**config.mk**
```make
export PLATFORM = sky130hd
export DESIGN_NAME = mmc1_bank_ctrl
export DESIGN_NICKNAME = d
export VERILOG_FILES = /design/src/rtl/mmc1_bank_ctrl.sv
export SDC_FILE = /design/constraint.sdc
export NUM_CORES = 1
export LEC_CHECK = 0
export ABC_AREA = 1
export BUFFER_PORTS_ARGS = -buffer_cell sky130_fd_sc_hd__clkbuf_2
export CORE_MARGIN = 5
export CORE_UTILIZATION = 45
export DETAILED_ROUTE_END_ITERATION = 12
export PLACE_DENSITY_LB_ADDON = 0.15
export SLEW_MARGIN = 20
export SYNTH_ARGS = -nofsm -noshare
export SYNTH_HDL_FRONTEND = slang
export SYNTH_SLANG_ARGS = --single-unit
```
**constraint.sdc**
```tcl
create_clock -name clk_cpu -period 1.2 [get_ports clk_cpu]
set_input_delay 0.06 -clock clk_cpu [delete_from_list [all_inputs] [get_ports clk_cpu]]
set_output_delay 0.06 -clock clk_cpu [all_outputs]
set_load 0.005 [all_outputs]
```
**src/rtl/mmc1_bank_ctrl.sv**
```systemverilog
// rtl/mmc1_bank_ctrl.sv - MMC1 serial-load bank controller driving PRG/CHR BRAM addresses and mirroring
module mmc1_bank_ctrl #(
  parameter int PRG_ADDR_W = 18,
  parameter int CHR_ADDR_W = 17
) (
  input  logic                  clk_cpu,
  input  logic                  rst_n,
  input  logic [14:0]           cpu_addr,
  input  logic [7:0]            cpu_data_i,
  input  logic                  cpu_rw,
  input  logic                  romsel,
  input  logic [13:0]           ppu_addr,
  output logic [PRG_ADDR_W-1:0] prg_addr,
  output logic [CHR_ADDR_W-1:0] chr_addr,
  output logic                  ciram_a10,
  output logic                  ciram_ce,
  output logic                  prgram_ce,
  output logic                  busy
);

  logic [4:0] shift;
  logic [4:0] ctrl;
  logic [4:0] chr0;
  logic [4:0] chr1;
  logic [4:0] prg;
  logic       wr_prev;
  logic       wr;
  logic       accept;
  logic [4:0] val;
  logic [3:0] bank;
  logic [4:0] chr_bank;
  logic       unused_data;

  assign wr          = romsel & ~cpu_rw;
  assign accept      = wr & ~wr_prev;
  assign val         = {cpu_data_i[0], shift[4:1]};
  assign unused_data = ^cpu_data_i[6:1];

  // Only the first write of a back-to-back pair counts, so RMW dummy writes are dropped.
  always_ff @(posedge clk_cpu) begin
    if (!rst_n) begin
      shift   <= 5'b10000;
      ctrl    <= 5'h0C;
      chr0    <= 5'h00;
      chr1    <= 5'h00;
      prg     <= 5'h00;
      wr_prev <= 1'b0;
    end else begin
      wr_prev <= wr;
      if (accept) begin
        if (cpu_data_i[7]) begin
          shift <= 5'b10000;
          ctrl  <= ctrl | 5'h0C;
        end else if (!shift[0]) begin
          shift <= val;
        end else begin
          shift <= 5'b10000;
          case (cpu_addr[14:13])
            2'd0:    ctrl <= val;
            2'd1:    chr0 <= val;
            2'd2:    chr1 <= val;
            default: prg  <= val;
          endcase
        end
      end
    end
  end

  always_comb begin
    bank = 4'h0;
    case (ctrl[3:2])
      2'd0, 2'd1: bank = {prg[3:1], cpu_addr[14]};
      2'd2:       bank = cpu_addr[14] ? prg[3:0] : 4'h0;
      default:    bank = cpu_addr[14] ? 4'hF : prg[3:0];
    endcase
  end

  always_comb begin
    chr_bank = ppu_addr[12] ? chr1 : chr0;
    if (ctrl[4]) chr_addr = CHR_ADDR_W'({chr_bank, ppu_addr[11:0]});
    else         chr_addr = CHR_ADDR_W'({chr0[4:1], ppu_addr[12:0]});
  end

  always_comb begin
    ciram_a10 = 1'b0;
    case (ctrl[1:0])
      2'd0:    ciram_a10 = 1'b0;
      2'd1:    ciram_a10 = 1'b1;
      2'd2:    ciram_a10 = ppu_addr[10];
      default: ciram_a10 = ppu_addr[11];
    endcase
  end

  assign prg_addr  = PRG_ADDR_W'({bank, cpu_addr[13:0]});
  assign ciram_ce  = ppu_addr[13];
  assign prgram_ce = ~romsel & (cpu_addr[14:13] == 2'b11) & ~prg[4];
  assign busy      = (shift != 5'b10000);

endmodule
```
==> results of run 1 <==
[cells in the final DEF (no fill, tap or decap), types with 2 or more instances in the layout]
cell	instances
buf_4	4
inv_2	3
a21oi_2	2
inv_1	18
o21ai_0	4
nand2_1	31
nor2_1	42
mux2_4	4
o21bai_1	2
nor2_4	3
nand3_1	20
buf_6	2
o21ai_1	4
a21oi_1	4
clkbuf_4	3
and2_4	2
nor2_2	5
nand4_1	10
dfxtp_1	20
clkbuf_2	24
dfxtp_2	5
nand2_2	4
[state kept, by name (all words and copies together), names as in the netlist]
register,count
chr1,5
ctrl,5
prg,5
shift,5
chr0,5
wr_prev,1
[per-stage QoR]
stage	instances	power (W)	hold WS [ns]	utilization, %
2_1_floorplan	220	0.001077	0.1542	-
3_3_place_gp	262	0.001082	0.1200	45.37
3_5_place_dp	262	0.001086	0.1200	45.37
4_1_cts	268	0.001449	0.01431	47.85
5_1_grt	269	0.001515	0.02078	49.14
6_report	269	0.001441	0.01960	49.14
[per-layer routing]
metal  up-vias  wire length, µm  GRT usage (%)
li1        680                -              -
met1       584             1391          17.32
met2        40             1441          24.67
met3         4              194          3.328
met4         0               27          5.063
met5         -                0              0
[what timing repair did]
| action | CTS | global route |
|---|---|---|
| setup endpoints to repair | 9 | 21 |
| pin swaps | 1 | 7 |
| resized for setup | 18 | 15 |
| buffers inserted | 3 | 1 |
[cells by family after synthesis]
family          count (synthesis)
simple gates                  119
buf+inv                        54
flops                          26
compound gates                 17
mux                             4
[final timing paths]
kind | cells after the start | end | slack (ns)
worst min-delay path | 3 | shift[4] | 0.02
worst max-delay path | 3 | chr_addr[16] | -0.05
worst min register to register | 2 | chr0[2] | 0.49
worst max register to register | 7 | chr0[3] | 0.06
[worst max-delay path: stages (launching register included)]
cell      delay [ns]
dfxtp_2         0.38
nand2_4         0.09
mux2_4          0.30
clkbuf_2        0.11
[where the power goes]
group / switching [W] / total, W / internal (W) / leakage (nW)
clock: 0.000247 / 0.000364 / 0.000118 / 0.0138
combinational: 0.000123 / 0.000198 / 0.0000755 / 0.537
sequential: 0.00000768 / 0.000878 / 0.000870 / 0.212
total: 0.000377 / 0.00144 / 0.00106 / 0.763
[layout make-up]
cell class | instances | area [µm²] | area share (%)
flip-flops and latches | 26 | 530.5 | 32.87
multi-input cells | 140 | 720.7 | 44.65
clock buffers | 3 | 22.52 | 1.395
well taps | 46 | 57.56 | 3.566
inverters | 22 | 85.08 | 5.271
repair buffers | 32 | 197.7 | 12.25
==> flow_summary.yaml, run 1 <==
status:
  outcome: "finished with violations"
  violations: "setup timing"
grt:
  grt_first_pass_wirelength_um: 5078
  grt-ovfl-total: 0
  grt_pass1_vias: 1207
  globalRouteTotalUtil_pct: 14.35
  antenna_found_initial: 0
  grt_max_degree: 32
die:
  die_y_um: 67.74
  rows: 21
  pin_count: 80
  coreArea_um2: 3284
  die-area_um2: 4589
  initial_core_util_pct: 45.68
  die-width_um: 67.74
flow_run:
  max-cap-violations: 0
worst_setup_path:
  crit_start: "ctrl[4]"
  worstSetupPathType: "reg2out"
  cp-start-kind: "flop"
  end_kind: "output port"
  timing.rr.start: "shift[0]"
  cp.required_ns: 1.14
  path_max_fanout: 5
  cp.arrival_ns: 1.19
sta:
  hold_violations: 0
  fin_skew_ns: 0.01173
  fin_crit_ns: 1.248
  worst_pin_slew_ns: 0.4338
  layout_setup_ws_ns: -0.04757
  setup_viol: 5
  drv_slew: 0
  post-route-period-util_pct: 104.0
  fmax_mhz: 801.6
  max_slew_margin_pct: 71.08
  rsz0062_at_grt: "true"
  tns_ns: -0.2037
cells_and_area:
  antennaDiodeCount: 0
  nFillCells: 366
  final_cell_area_um2: 1614
  area_delta_synth_final_pct: 7.590
  finalNetCount: 266
  drive_gt1_share_pct: 29.60
synth:
  synth_cell_types: 22
  syn_area_um2: 1500
  postSynthCellCount: 220
  async_flop_share_pct: 0
  synth_top_area_share_pct: 34.70
  syn_nets: 261
  synth_fa_ha_area_share_pct: 0
  yosysTopAreaCell: "dfxtp_1"
  synth-xor-area-share_pct: 0
  muxShareOfSynthArea_pct: 3.003
  yosys.cell_count.top_type: "nor2_1"
  ys_seq_area_share_pct: 34.70
  ys.flop_type: "dfxtp_1"
  yosys-top-cells-area: "dfxtp_1 35%, buf_4 14%, nor2_1 11%, nand2_1 8.8%, nand3_1 6.7%"
  synth_simple_gate_area_share_pct: 35.45
  synth_top_family_by_area: "simple AND/OR/NAND/NOR gates"
  synth-edff-count: 0
  ys_warn_count: 0
  synth-compound-area-share_pct: 6.172
  synth.avg_cell_area_um2: 6.819
  synthTopCellsByCount: "45 x nor2_1, 35 x nand2_1, 28 x buf_4, 26 x dfxtp_1"
  ys_ff_latch: 26
placed_design:
  dpl.hpwl_um: 2277
  place.gp.congestion: 0.7929
  port_buffers: 25
  dpl_cell_area_um2: 1490
  dpl_worst_slack_ns: 0.06585
min_path:
  hp-class: "in2reg"
  hp-start: "cpu_data_i[0]"
drt:
  wire_per_inst_um: 11.36
  dr.pass1.iters: 4
  drtAntennaViolNets: 0
  vias_per_cell: 4.862
  vias: 1308
  route.detailed.drc: 0
  first_iter_violations: 35
  wl_um: 3055
clocking:
  cts_buffers: 3
  clk_latency_ns: 0.32
  cts_sinks: 26
  cts_hold_buf: 0
  clockBufferDepth: 2
  clk_transition_reported_paths_ns: 0.14
  root_buffer: "clkbuf_4"
  cts_tree: "built"
  htree_levels: 1
power_and_ir_drop:
  pwr_density_cell_nw_per_um2: 892.5
  irDropWorstVdd_mv: 0.3732
  leakage_nw: 0.7625
No activity file was read; power rests on OpenSTA's default activity.
==> run 2: changes to the inputs <==
- BUFFER_PORTS_ARGS: -buffer_cell sky130_fd_sc_hd__clkbuf_2 -> default
- CORE_UTILIZATION: 45 -> 50
- DONT_BUFFER_PORTS: default -> 1
==> flow_summary.yaml, run 2 (synthesized netlist as in run 1, its figures left out) <==
status:
  outcome: "completed"
die:
  die-width_um: 64.78
  initial_core_util_pct: 53.48
  die_y_um: 64.78
  die-area_um2: 4196
  pin_count: 80
  rows: 19
  coreArea_um2: 2805
cells_and_area:
  area_delta_synth_final_pct: -4.337
  finalNetCount: 241
  drive_gt1_share_pct: 13.13
  antennaDiodeCount: 0
  final_common_cell: "nor2_1"
  most-common-layout-cells: "44 x nor2_1, 34 x nand2_1, 22 x dfxtp_1, 20 x nand3_1, 19 x inv_1"
  fin_util_pct: 51.16
worst_setup_path:
  cp.required_ns: 1.14
  end_kind: "output port"
  path_max_fanout: 5
  crit_start: "ctrl[4]"
  r2r_cells: 5
  r2r_slack_ns: 0.11
  timing.rr.start: "shift[0]"
  endpoint: "chr_addr[14]"
  cp.arrival_ns: 1.11
  r2r_end: "chr1[4]"
  worstSetupPathType: "reg2out"
  cp-start-kind: "flop"
power_and_ir_drop:
  irDropWorstVdd_mv: 0.6067
  pwr_density_cell_nw_per_um2: 964.3
  leakage_nw: 0.6371
  p_total_w: 0.001384
drt:
  route.detailed.drc: 0
  drtAntennaViolNets: 0
  dr.pass1.iters: 4
  vias_per_cell: 5.450
  vias: 1248
  wl_um: 3051
  first_iter_violations: 48
  wire_per_inst_um: 13.32
min_path:
  holdPathStages: 4
  hp-class: "in2reg"
sta:
  post-route-period-util_pct: 97.52
  tns_ns: 0
  hold_violations: 0
  fmax_mhz: 854.5
  fin_crit_ns: 1.170
  max_slew_margin_pct: 48.74
  worst_pin_slew_ns: 0.7688
  drv_slew: 0
  fin_skew_ns: 0.006813
  rsz0062_at_grt: "true"
  setup_viol: 0
clocking:
  postCtsSetupBuffers: 0
  htree_levels: 1
  cts_buffers: 3
  clockBufferDepth: 2
  cts_tree: "built"
  clk_latency_ns: 0.31
  root_buffer: "clkbuf_4"
  cts_sinks: 26
  clk_transition_reported_paths_ns: 0.13
grt:
  grt_first_pass_wirelength_um: 5050
  globalRouteTotalUtil_pct: 14.97
  grt-ovfl-total: 0
  grt_pass1_vias: 1160
  antenna_found_initial: 0
  grt_max_degree: 32
placed_design:
  dpl.hpwl_um: 2291
  port_buffers: 0
  place.gp.congestion: 0.7756
flow_run:
  max-cap-violations: 0
## run 2: cell count changes in the layout (fill, tap and decap cells not counted), sizes merged
cell,change
buf,-6
clkbuf,-24
dlygate4sd3,+4
dlymetal6s4s,+1
## run 2: final cells by class
class	count	area (µm²)
clock buffers	3	22.52
fillers	310	1370
inverters	22	82.58
multi-input cells	140	685.7
flip-flops and latches	26	525.5
well taps	31	38.79
repair buffers	7	80.08
## run 2: what timing repair did
item,CTS,global route
hold buffers,5,0
endpoints found under the hold margin,26,0
setup endpoints to repair,4,28
pin swaps,1,0
resized for setup,3,9
## run 2: metrics by stage
| stage | hold slack (ns) | instance area (µm²) | setup WS [ns] | instances |
|---|---|---|---|---|
| 4_1_cts | 0.02432 | 1420 | 0.004079 | 229 |
| 2_1_floorplan | 0.1542 | 1500 | 0.2203 | 220 |
| 6_report | 0.007982 | 1435 | 0.02971 | 229 |
| 5_1_grt | 0.006758 | 1435 | -0.02425 | 229 |
| 3_5_place_dp | 0.1201 | 1339 | 0.04962 | 221 |
| 3_3_place_gp | 0.1201 | 1339 | 0.08685 | 221 |
## run 2: worst min path at each step
stage	start	endpoint	slack [ns]
2_1_floorplan	romsel	prgram_ce	0.15
3_3_place_gp	ppu_addr[1]	chr_addr[1]	0.12
3_5_place_dp	ppu_addr[1]	chr_addr[1]	0.12
4_1_cts	cpu_data_i[7]	prg[4]	0.02
5_1_grt	cpu_data_i[7]	ctrl[4]	0.007
6_report	cpu_data_i[7]	prg[4]	0.008
## run 2: routing by layer
layer | share of wire (%) | track usage [%] | vias up
li1 | - | - | 631
met1 | 43 | 17.88 | 558
met2 | 45 | 23.88 | 35
met3 | 7.3 | 3.627 | 24
met4 | 3.9 | 9.763 | 0
met5 | 0 | 0 | -
## run 2: critical path, stage by stage (launching register included)
cell	delay, ns
dfxtp_2	0.36
nand2_4	0.10
mux2_2	0.35
## run 2: where the power goes
part / internal [W] / switching, W
registers: 0.000873 / 0.00000602
clock network: 0.000117 / 0.000234
logic: 0.0000548 / 0.0000989
total: 0.00104 / 0.000339
